File: config.mk
export PLATFORM = sky130hd
export DESIGN_NAME = f7_frame_accum
export DESIGN_NICKNAME = d
export VERILOG_FILES = /design/src/rtl/f7_frame_accum.sv
export SDC_FILE = /design/constraint.sdc
export NUM_CORES = 1
export LEC_CHECK = 0
export ABC_CLOCK_PERIOD_IN_PS = 2530
export BUFFER_PORTS_ARGS = -buffer_cell sky130_fd_sc_hd__buf_2
export CORE_MARGIN = 8
export CORE_UTILIZATION = 25
export DETAILED_ROUTE_END_ITERATION = 6
export MAX_ROUTING_LAYER = met4
export PLACE_DENSITY = 0.53
export SYNTH_ARGS = -nofsm -noshare
export SYNTH_HDL_FRONTEND = slang
export SYNTH_SLANG_ARGS = --single-unit
File: constraint.sdc
create_clock -name clk -period 2.53 [get_ports clk]
set_input_delay 0.253 -clock clk [delete_from_list [all_inputs] [get_ports clk]]
set_output_delay 0.253 -clock clk [all_outputs]
set_load 0.02 [all_outputs]
File: src/rtl/f7_frame_accum.sv
// f7_frame_accum: decodes 7-bit minifloat codes and sums them per frame.
// Build option F7_ACCUM_SAT_EN: saturate the accumulator instead of wrapping.
module f7_frame_accum #(
  parameter  int ACC_W     = 20,
  parameter  int FRAME_LEN = 16,
  localparam int CNT_W     = $clog2(FRAME_LEN + 1)
) (
  input  logic             clk,
  input  logic             rst_n,
  input  logic             in_valid,
  output logic             in_ready,
  input  logic [6:0]       in_code,
  input  logic             in_last,
  output logic             out_valid,
  input  logic             out_ready,
  output logic [ACC_W-1:0] out_sum,
  output logic [CNT_W-1:0] out_count,
  output logic             out_ovf
);

  typedef enum logic [1:0] {
    ACC   = 2'd0,
    FLUSH = 2'd1,
    HOLD  = 2'd2
  } state_t;

  typedef struct packed {
    logic [10:0] dval;
    logic        dv;
    logic        dend;
  } stg_t;

  state_t           state;
  state_t           state_nxt;
  stg_t             stg;
  logic [CNT_W-1:0] beat_cnt;
  logic [ACC_W-1:0] acc;
  logic [ACC_W-1:0] acc_nxt;
  logic             ovf;
  logic [ACC_W:0]   sum;
  logic [10:0]      dec;
  logic             accept;
  logic             dend_c;
  logic             flush_done;
  logic             hs;

  assign accept     = in_valid & in_ready;
  assign dend_c     = in_last | (beat_cnt == CNT_W'(FRAME_LEN - 1));
  assign flush_done = ~(stg.dv & stg.dend);
  assign hs         = out_valid & out_ready;

  always_comb begin
    dec = '0;
    unique case (1'b1)
      (in_code[6:4] == 3'd0):
        dec = {7'd0, in_code[3:0]};
      default:
        dec = {6'd0, 1'b1, in_code[3:0]} << (in_code[6:4] - 3'd1);
    endcase
  end

  // Carry out of the wide add marks overflow for this frame.
  always_comb begin
    sum = {1'b0, acc} + {{(ACC_W - 10){1'b0}}, stg.dval};
`ifdef F7_ACCUM_SAT_EN
    acc_nxt = (sum[ACC_W] | ovf) ? {ACC_W{1'b1}} : sum[ACC_W-1:0];
`else
    acc_nxt = sum[ACC_W-1:0];
`endif
  end

  always_ff @(posedge clk) begin
    if (!rst_n) state <= ACC;
    else        state <= state_nxt;
  end

  always_comb begin
    state_nxt = state;
    unique case (state)
      ACC:     if (accept && dend_c) state_nxt = FLUSH;
      FLUSH:   if (flush_done)       state_nxt = HOLD;
      HOLD:    if (out_ready)        state_nxt = ACC;
      default:                       state_nxt = ACC;
    endcase
  end

  always_comb begin
    in_ready  = (state == ACC);
    out_valid = (state == HOLD);
  end

  always_ff @(posedge clk) begin
    if (!rst_n) begin
      stg       <= '0;
      beat_cnt  <= '0;
      acc       <= '0;
      ovf       <= 1'b0;
      out_sum   <= '0;
      out_count <= '0;
      out_ovf   <= 1'b0;
    end else begin
      stg <= '0;
      if (accept) begin
        stg      <= '{dval: dec, dv: 1'b1, dend: dend_c};
        beat_cnt <= beat_cnt + CNT_W'(1);
      end
      if (stg.dv) begin
        acc <= acc_nxt;
        ovf <= ovf | sum[ACC_W];
      end
      // Result is latched once the closing beat has reached acc.
      if (state == FLUSH && flush_done) begin
        out_sum   <= acc;
        out_count <= beat_cnt;
        out_ovf   <= ovf;
      end
      if (hs) begin
        acc      <= '0;
        ovf      <= 1'b0;
        beat_cnt <= '0;
      end
    end
  end

endmodule

==> results.md, run 1 <==
## Worst setup path
• CP Max Fanout: 8
• start-to-end type of the worst setup path: reg2reg
• Critical Path RT: 2.72 ns
• CP arrival: 2.51 ns
• slowest stage cell, crit path: sky130_fd_sc_hd__fa_1
• endpoint kind of the worst setup timing path: flop
• startpoint class of the critical path: flop
• number of buffers and inverters on the critical path: 0
• cells along the critical path: ha_1 -> fa_1 -> a21o_1 -> a221o_2 -> o32ai_4 -> or3_2 -> a21oi_1
• largest stage delay on the critical path: 0.41 ns
• CP delay by family, top: compound AO/OA/AOI/OAI gates

## Floorplanning
• Die X-Extent: 130 um
• height of the die: 130 um
• IO Count: 40
• core area: 12600 um^2
• # rows: 41
• die area: 16800 um^2
• Initial Utilization: 0.255

## Timing
• Slew HR: 0.535
• endpoints failing hold: 0
• transition at the pin with the smallest max-transition slack: 0.696 ns
• setup skew after layout: 0.00913 ns
• fmax: 0.431 GHz
• setup total negative slack: 0 ns
• worst hold slack: 0.167 ns
• setup repair after global routing missed its margin: false
• Max Transition Viols Final: 0
• Final min period: 2.32 ns
• final critical-path share of the clock period: 0.916
• final number of setup-violating endpoints: 0

## Place
• number of cells in the design after placement: 577
• global placer's final weighted congestion: 0.907
• Port Buf Inserts: 39
• HPWL after detailed placement: 5.56 mm
• post-detailed-placement cell area: 3610 um^2

## Finish
• diode insertion count for antenna repair: 0
• Layout Cell Area excl Fill: 3910 um^2
• number of standard cells in the layout, taps in and fillers out: 591
• fraction of layout instances using a drive strength above 1: 0.169
• final core utilization: 0.310
• Final nets: 444
• Area growth, synth to finish: 21.3%

## Drt
• Total Wirelength: 7.49 mm
• starting DRC count in detailed routing: 104
• via/cell ratio: 4.53
• post-route DRC violation count: 0
• number of vias after detailed routing: 2676
• average wire per cell in the routed design: 12.7 um
• number of iterations in the first detailed-routing pass: 4
• post-route ant nets: 0

## Clock tree
• post-CTS setup-driven buffer insertion count: 0
• root buf cell: sky130_fd_sc_hd__clkbuf_16
• latest clock arrival within the worst-skew pair: 0.33 ns
• maximum level of the CTS H-tree: 3
• clock tree from TritonCTS: built
• count of hold-fix buffers inserted at cts: 0
• number of CTS-inserted buffers: 9
• sink count of the clock tree: 67
• # resized after CTS: 0
• maximum root-to-sink buffer count: 2
• post-CTS clock slew at the launch and capture registers of the worst setup and hold paths: 0.06 ns

## Global route
• total grt overflow: 0
• number of global-route vias before repair: 2544
• global-route wire length before repair: 12.3 mm
• initial antenna violation count: 0
• largest net degree at the start of global routing: 21
• total routing resource utilization after global routing: 0.0962

## Yosys
• Post-Synthesis Mean Instance Area: 8.55 um^2
• cell taking the most area after synthesis: sky130_fd_sc_hd__dfxtp_1
• Synth Register Bits: 67
• number of warnings issued by yosys: 0
• fraction of registers with async set/reset: 0
• Post-Syn Nets: 405
• gate count after technology mapping: 377
• primary flip-flop cell chosen by synthesis mapping: sky130_fd_sc_hd__dfxtp_1
• sequential element share of the synthesized area: 0.416
• Cell variety after synth: 47
• number of flops mapped to enable cells by yosys: 0
• Synth area leaders: sky130_fd_sc_hd__dfxtp_1 (42%), sky130_fd_sc_hd__nand2_1 (9.1%), sky130_fd_sc_hd__a21boi_0 (6.5%)
• area fraction of the dominant cell type after synthesis: 0.416
• area of the mapped netlist: 3220 um^2

## Pwr
• Peak VDD IR: 0.310 mV
• Leakage Power: 1.56 nW
• power per unit of standard cell area: 654 nW/um^2

## Status
• outcome: completed

## Job
• reported max-cap violation count: 0

## Worst hold path
• worst min-delay path category: in2reg

[metal layers]
layer	global-route usage	routed length, um
met4	0.0430	145
met2	0.145	3300
met3	0.0304	418
met5	-	0
met1	0.115	3620
[kinds of logic (layout without fill, tap and decap cells)]
family,count (synthesis),in the layout,synth area share
flip-flops,67,67,0.416
AND/OR/NAND/NOR,157,157,0.226
multiplexers,15,15,0.0478
buffers and inverters,25,67,0.0303
XOR/XNOR,10,10,0.0272
AO/OA/AOI/OAI,87,87,0.188
adder cells (fa/ha/maj),16,16,0.0645
[final timing paths]
| check | to | cells past startpoint | slack (ns) | from |
|---|---|---|---|---|
| max | acc[12]$_SDFFE_PP0P_ | 7 | 0.21 | acc[0]$_SDFFE_PP0P_ |
| min | stg[0]$_SDFF_PN0_ | 3 | 0.17 | in_last |
| max reg2reg | acc[12]$_SDFFE_PP0P_ | 7 | 0.21 | acc[0]$_SDFFE_PP0P_ |
| min reg2reg | out_sum[15]$_SDFFE_PN0P_ | 2 | 0.46 | out_sum[15]$_SDFFE_PN0P_ |
[stage by stage]
step           setup slack, ns  power [W]
2_1_floorplan            0.400    0.00126
3_3_place_gp             0.248    0.00131
3_5_place_dp             0.221    0.00132
4_1_cts                  0.216    0.00258
5_1_grt                  0.107    0.00265
6_report                 0.212    0.00256
[synthesized netlist by cell type, types with 4 or more instances]
library cell and instances:
sky130_fd_sc_hd__nand4_1 6, sky130_fd_sc_hd__a21o_1 4, sky130_fd_sc_hd__nor2_1 33, sky130_fd_sc_hd__ha_1 15, sky130_fd_sc_hd__o21ai_0 13, sky130_fd_sc_hd__nand3b_1 5
sky130_fd_sc_hd__a21oi_1 17, sky130_fd_sc_hd__inv_1 9, sky130_fd_sc_hd__mux2i_1 12, sky130_fd_sc_hd__clkbuf_1 11, sky130_fd_sc_hd__dfxtp_1 67, sky130_fd_sc_hd__nor2b_1 5
sky130_fd_sc_hd__a21boi_0 28, sky130_fd_sc_hd__nand2b_1 7, sky130_fd_sc_hd__nand2_1 78, sky130_fd_sc_hd__xor2_1 5, sky130_fd_sc_hd__xnor2_1 5
[layout by cell type (no fill, tap or decap), types with 2 or more instances in the layout]
| master | count |
|---|---|
| sky130_fd_sc_hd__nand2_1 | 78 |
| sky130_fd_sc_hd__dfxtp_1 | 67 |
| sky130_fd_sc_hd__buf_2 | 39 |
| sky130_fd_sc_hd__nor2_1 | 33 |
| sky130_fd_sc_hd__a21boi_0 | 28 |
| sky130_fd_sc_hd__a21oi_1 | 17 |
| sky130_fd_sc_hd__ha_1 | 15 |
| sky130_fd_sc_hd__o21ai_0 | 13 |
| sky130_fd_sc_hd__mux2i_1 | 12 |
| sky130_fd_sc_hd__inv_1 | 9 |
| sky130_fd_sc_hd__clkbuf_16 | 9 |
| sky130_fd_sc_hd__nand2b_1 | 7 |
| sky130_fd_sc_hd__nand4_1 | 6 |
| sky130_fd_sc_hd__nor2b_1 | 5 |
| sky130_fd_sc_hd__nand3b_1 | 5 |
| sky130_fd_sc_hd__xor2_1 | 5 |
| sky130_fd_sc_hd__xnor2_1 | 5 |
| sky130_fd_sc_hd__buf_4 | 5 |
| sky130_fd_sc_hd__a21o_1 | 4 |
| sky130_fd_sc_hd__a31oi_1 | 3 |
| sky130_fd_sc_hd__o21a_1 | 3 |
| sky130_fd_sc_hd__nand3_1 | 3 |
| sky130_fd_sc_hd__mux2_2 | 3 |
| sky130_fd_sc_hd__a22oi_1 | 3 |
| sky130_fd_sc_hd__nor3_1 | 3 |
| sky130_fd_sc_hd__o211ai_1 | 3 |
| sky130_fd_sc_hd__or3_2 | 3 |
| sky130_fd_sc_hd__clkbuf_8 | 3 |
| sky130_fd_sc_hd__and3_1 | 2 |
| sky130_fd_sc_hd__and2_1 | 2 |
| sky130_fd_sc_hd__or3_1 | 2 |
| sky130_fd_sc_hd__a211oi_1 | 2 |
| sky130_fd_sc_hd__and3b_1 | 2 |
| sky130_fd_sc_hd__nor3_2 | 2 |
| sky130_fd_sc_hd__nor3b_1 | 2 |
| sky130_fd_sc_hd__a2111o_1 | 2 |
[sequential cells by signal, indices dropped and copies added, names as in the netlist]
name,count
acc,20
beat_cnt,5
out_count,5
out_ovf,1
out_sum,20
ovf,1
state,2
stg,13
[power breakdown]
part | internal [W] | switching (W)
Combinational | 0.0000773 | 0.000120
Sequential | 0.00108 | 0.0000200
Clock | 0.000829 | 0.000431
[final cells by class]
class	count	area, um^2
fill	1377	8710
multi-input combinational	285	1780
sequential	67	1340
clock buffer	12	267
timing repair buffer	44	233
tap	172	215
clock inverter	2	35.0
inverter	9	33.8
[worst min-delay path: stages]
cell	delay, ns
sky130_fd_sc_hd__buf_2	0.09
sky130_fd_sc_hd__nor2_1	0.05
sky130_fd_sc_hd__nor2_1	0.07
(Power assumes the default switching activity.)
==> run 2: changes to the inputs <==
--- a/config.mk
+++ b/config.mk
@@ -5,6 +5,7 @@
 export SDC_FILE = /design/constraint.sdc
 export NUM_CORES = 1
 export LEC_CHECK = 0
+export ABC_AREA = 1
 export ABC_CLOCK_PERIOD_IN_PS = 2530
 export BUFFER_PORTS_ARGS = -buffer_cell sky130_fd_sc_hd__buf_2
 export CORE_MARGIN = 8
==> run 2 against run 1 <==
  * Clock-buffer cell count down 2
  * Non-clock buffer count down 1
  * Design area up 4.3%
  * Setup slack better by 0.56 ns
  * Global-route usage up 0.40 points
  * Clock skew down 0.0040 ns
  * Critical path type unchanged
  * Critical endpoint unchanged
==> results.md, run 2 <==
## Global route
• busiest grt layer: met2
• global routing usage on met2: 0.143
• total grt overflow: 0
• met1 capacity usage during global routing: 0.132
• global-route wire length before repair: 14.2 mm
• number of global-route vias before repair: 2840
• initial antenna violation count: 0
• largest net degree at the start of global routing: 42
• total routing resource utilization after global routing: 0.100
• met3 usage: 0.0250

## Worst hold path
• worst min-delay path category: in2reg
• worst hold path depth: 3
• endpoint of the worst hold path: stg[0]$_SDFF_PN0_
• hold path startpoint: in_last

## Pwr
• net load switching power: 0.000683 W
• share of total power in sequential cells: 0.429
• Leakage Power: 1.92 nW
• cell-internal power: 0.00196 W
• Peak VDD IR: 0.277 mV
• clock network fraction of total power: 0.457
• switching fraction of total power: 0.259
• power per unit of standard cell area: 648 nW/um^2
• Gate power share: 0.113

## Clock tree
• post-CTS setup-driven buffer insertion count: 0
• number of CTS-inserted buffers: 9
• # resized after CTS: 0
• count of hold-fix buffers inserted at cts: 0
• maximum level of the CTS H-tree: 3
• maximum root-to-sink buffer count: 2
• sink count of the clock tree: 67
• post-CTS clock slew at the launch and capture registers of the worst setup and hold paths: 0.06 ns
• clock tree from TritonCTS: built
• root buf cell: sky130_fd_sc_hd__clkbuf_16
• latest clock arrival within the worst-skew pair: 0.33 ns

## Yosys
• Synth area leaders: sky130_fd_sc_hd__dfxtp_1 (39%), sky130_fd_sc_hd__nand2_1 (11%), sky130_fd_sc_hd__nor2_1 (7.7%)
• Post-Syn Nets: 519
• Post-Synthesis Mean Instance Area: 6.96 um^2
• area of the mapped netlist: 3420 um^2
• gate count after technology mapping: 491
• number of warnings issued by yosys: 0
• primary flip-flop cell chosen by synthesis mapping: sky130_fd_sc_hd__dfxtp_1
• Synth Register Bits: 67
• cell taking the most area after synthesis: sky130_fd_sc_hd__dfxtp_1
• cell types with the highest counts after synthesis: sky130_fd_sc_hd__nand2_1 (102), sky130_fd_sc_hd__nor2_1 (70), sky130_fd_sc_hd__dfxtp_1 (67)
• fraction of registers with async set/reset: 0
• area fraction of the dominant cell type after synthesis: 0.392
• most common cell in the netlist: sky130_fd_sc_hd__nand2_1
• sequential element share of the synthesized area: 0.392
• number of flops mapped to enable cells by yosys: 0
• Cell variety after synth: 30

## Timing
• Max Transition Viols Final: 0
• transition at the pin with the smallest max-transition slack: 0.593 ns
• final critical-path share of the clock period: 0.694
• Final min period: 1.75 ns
• setup total negative slack: 0 ns
• fmax: 0.570 GHz
• endpoints failing hold: 0
• setup skew after layout: 0.00517 ns
• Slew HR: 0.604
• final number of setup-violating endpoints: 0
• setup repair after global routing missed its margin: false

## Status
• outcome: completed

## Place
• HPWL after detailed placement: 6.31 mm
• post-detailed-placement cell area: 3790 um^2
• number of cells in the design after placement: 696
• Port Buf Inserts: 39
• global placer's final weighted congestion: 0.870

## Worst setup path
• slowest stage cell, crit path: sky130_fd_sc_hd__fa_1
• CP arrival: 2.02 ns
• r2r endpoint: acc[12]$_SDFFE_PP0P_
• start-to-end type of the worst setup path: reg2reg
• most frequent cell on the critical path: sky130_fd_sc_hd__nand2_1
• number of buffers and inverters on the critical path: 1
• CP Max Fanout: 4
• depth of the worst register-to-register path: 11
• endpoint kind of the worst setup timing path: flop
• startpoint class of the critical path: flop
• CP delay by family, top: adder cells
• total number of cells along the worst setup path: 11
• flop-to-flop setup slack: 0.78 ns
• startpoint of the worst-slack reg-to-reg timing path: acc[0]$_SDFFE_PP0P_
• largest stage delay on the critical path: 0.43 ns
• Critical Path RT: 2.80 ns
• cells along the critical path: ha_1 -> fa_1 -> nand3_1 -> nand2_1 -> nand3_1 -> nand3_2 -> nand2_2 -> inv_2 -> nand2_1 -> nand2_1 -> nor2_1

## Finish
• Final nets: 559
• diode insertion count for antenna repair: 0
• Area growth, synth to finish: 19.2%
• commonest cells after routing, fill and taps aside: sky130_fd_sc_hd__nand2_1 (102), sky130_fd_sc_hd__nor2_1 (70), sky130_fd_sc_hd__dfxtp_1 (67)
• fraction of layout instances using a drive strength above 1: 0.170
• Layout Cell Area excl Fill: 4080 um^2
• most common cell after layout, fill and taps aside: sky130_fd_sc_hd__nand2_1
• number of standard cells in the layout, taps in and fillers out: 711
• largest registers in the final layout: acc x20, out_sum x20, stg x13

## Drt
• Total Wirelength: 8.21 mm
• average wire per cell in the routed design: 11.5 um
• post-route ant nets: 0
• number of vias after detailed routing: 3036
• post-route DRC violation count: 0
• via/cell ratio: 4.27
• number of iterations in the first detailed-routing pass: 4
• starting DRC count in detailed routing: 135

## Floorplanning
• height of the die: 133 um
• Die X-Extent: 133 um
• core area: 13300 um^2
• # rows: 42
• Initial Utilization: 0.257
• IO Count: 40
• die area: 17700 um^2

## Job
• reported max-cap violation count: 0

run 2: changes by cell type in the layout (fill, tap and decap cells not counted), sizes merged, moves of 7 or more:
| cell | previous run | this run |
|---|---|---|
| a21boi | 28 | 1 |
| a21oi | 17 | 43 |
| inv | 9 | 67 |
| mux2i | 12 | 0 |
| nand2 | 78 | 112 |
| nand2b | 7 | 0 |
| nand3 | 3 | 27 |
| nor2 | 33 | 73 |
| nor3 | 5 | 12 |
| o21ai | 14 | 46 |
run 2: cells by family after synthesis:
kind of cell | after synthesis | share of synthesized area
XOR/XNOR | 6 | 0.0154
AO/OA/AOI/OAI | 94 | 0.147
flip-flops | 67 | 0.392
AND/OR/NAND/NOR | 226 | 0.288
adder cells (fa/ha/maj) | 16 | 0.0607
buffers and inverters | 82 | 0.0966
run 2: worst max-delay path by stage:
stage                   startpoint                   end  slack [ns]
6_report       acc[0]$_SDFFE_PP0P_  acc[12]$_SDFFE_PP0P_        0.78
5_1_grt        acc[0]$_SDFFE_PP0P_   acc[8]$_SDFFE_PP0P_        0.63
4_1_cts        acc[0]$_SDFFE_PP0P_  acc[12]$_SDFFE_PP0P_        0.78
3_5_place_dp   acc[0]$_SDFFE_PP0P_  acc[12]$_SDFFE_PP0P_        0.80
3_3_place_gp   acc[0]$_SDFFE_PP0P_   acc[8]$_SDFFE_PP0P_        0.82
2_1_floorplan  acc[0]$_SDFFE_PP0P_   acc[8]$_SDFFE_PP0P_        0.92
run 2: cell type report:
| type | instances | area (um^2) |
|---|---|---|
| Clock inverter | 5 | 55.1 |
| Timing Repair Buffer | 43 | 225 |
| Multi-Input combinational cell | 342 | 1750 |
| Inverter | 68 | 256 |
| Fill cell | 1412 | 9220 |
| Clock buffer | 10 | 229 |
| Sequential cell | 67 | 1340 |
| Tap cell | 176 | 220 |
run 2: per-layer routing:
| layer | routed length, um | share of wire |
|---|---|---|
| met1 | 4270 | 0.52 |
| met2 | 3470 | 0.42 |
| met3 | 369 | 0.045 |
| met4 | 102 | 0.012 |
| met5 | 0 | 0 |
run 2: metrics by stage:
step | hold slack, ns | total power (W) | utilization | worst slack [ns]
after floorplan | 0.391 | 0.00137 | - | 0.921
after global placement | 0.457 | 0.00146 | 0.285 | 0.817
after detailed placement | 0.463 | 0.00146 | 0.285 | 0.797
after CTS | 0.163 | 0.00267 | 0.307 | 0.783
after global routing | 0.180 | 0.00277 | 0.307 | 0.627
final | 0.176 | 0.00264 | 0.307 | 0.775
run 2: worst register-to-register path: cells and delay by family (launching register included):
kind | cells | cell delay, ns
and+or+nand+nor | 8 | 0.66
adders and majority gates | 2 | 0.66
buffers and inverters | 1 | 0.03
DFF | 1 | 0.33
run 2: power groups by stage:
stage	registers, W	clock network [W]	logic, W
finish	0.00113	0.00121	0.000299
global route	0.00114	0.00129	0.000345
CTS	0.00113	0.00123	0.000303
detailed placement	0.00116	0	0.000302
global placement	0.00115	0	0.000300
floorplan	0.00117	0	0.000193
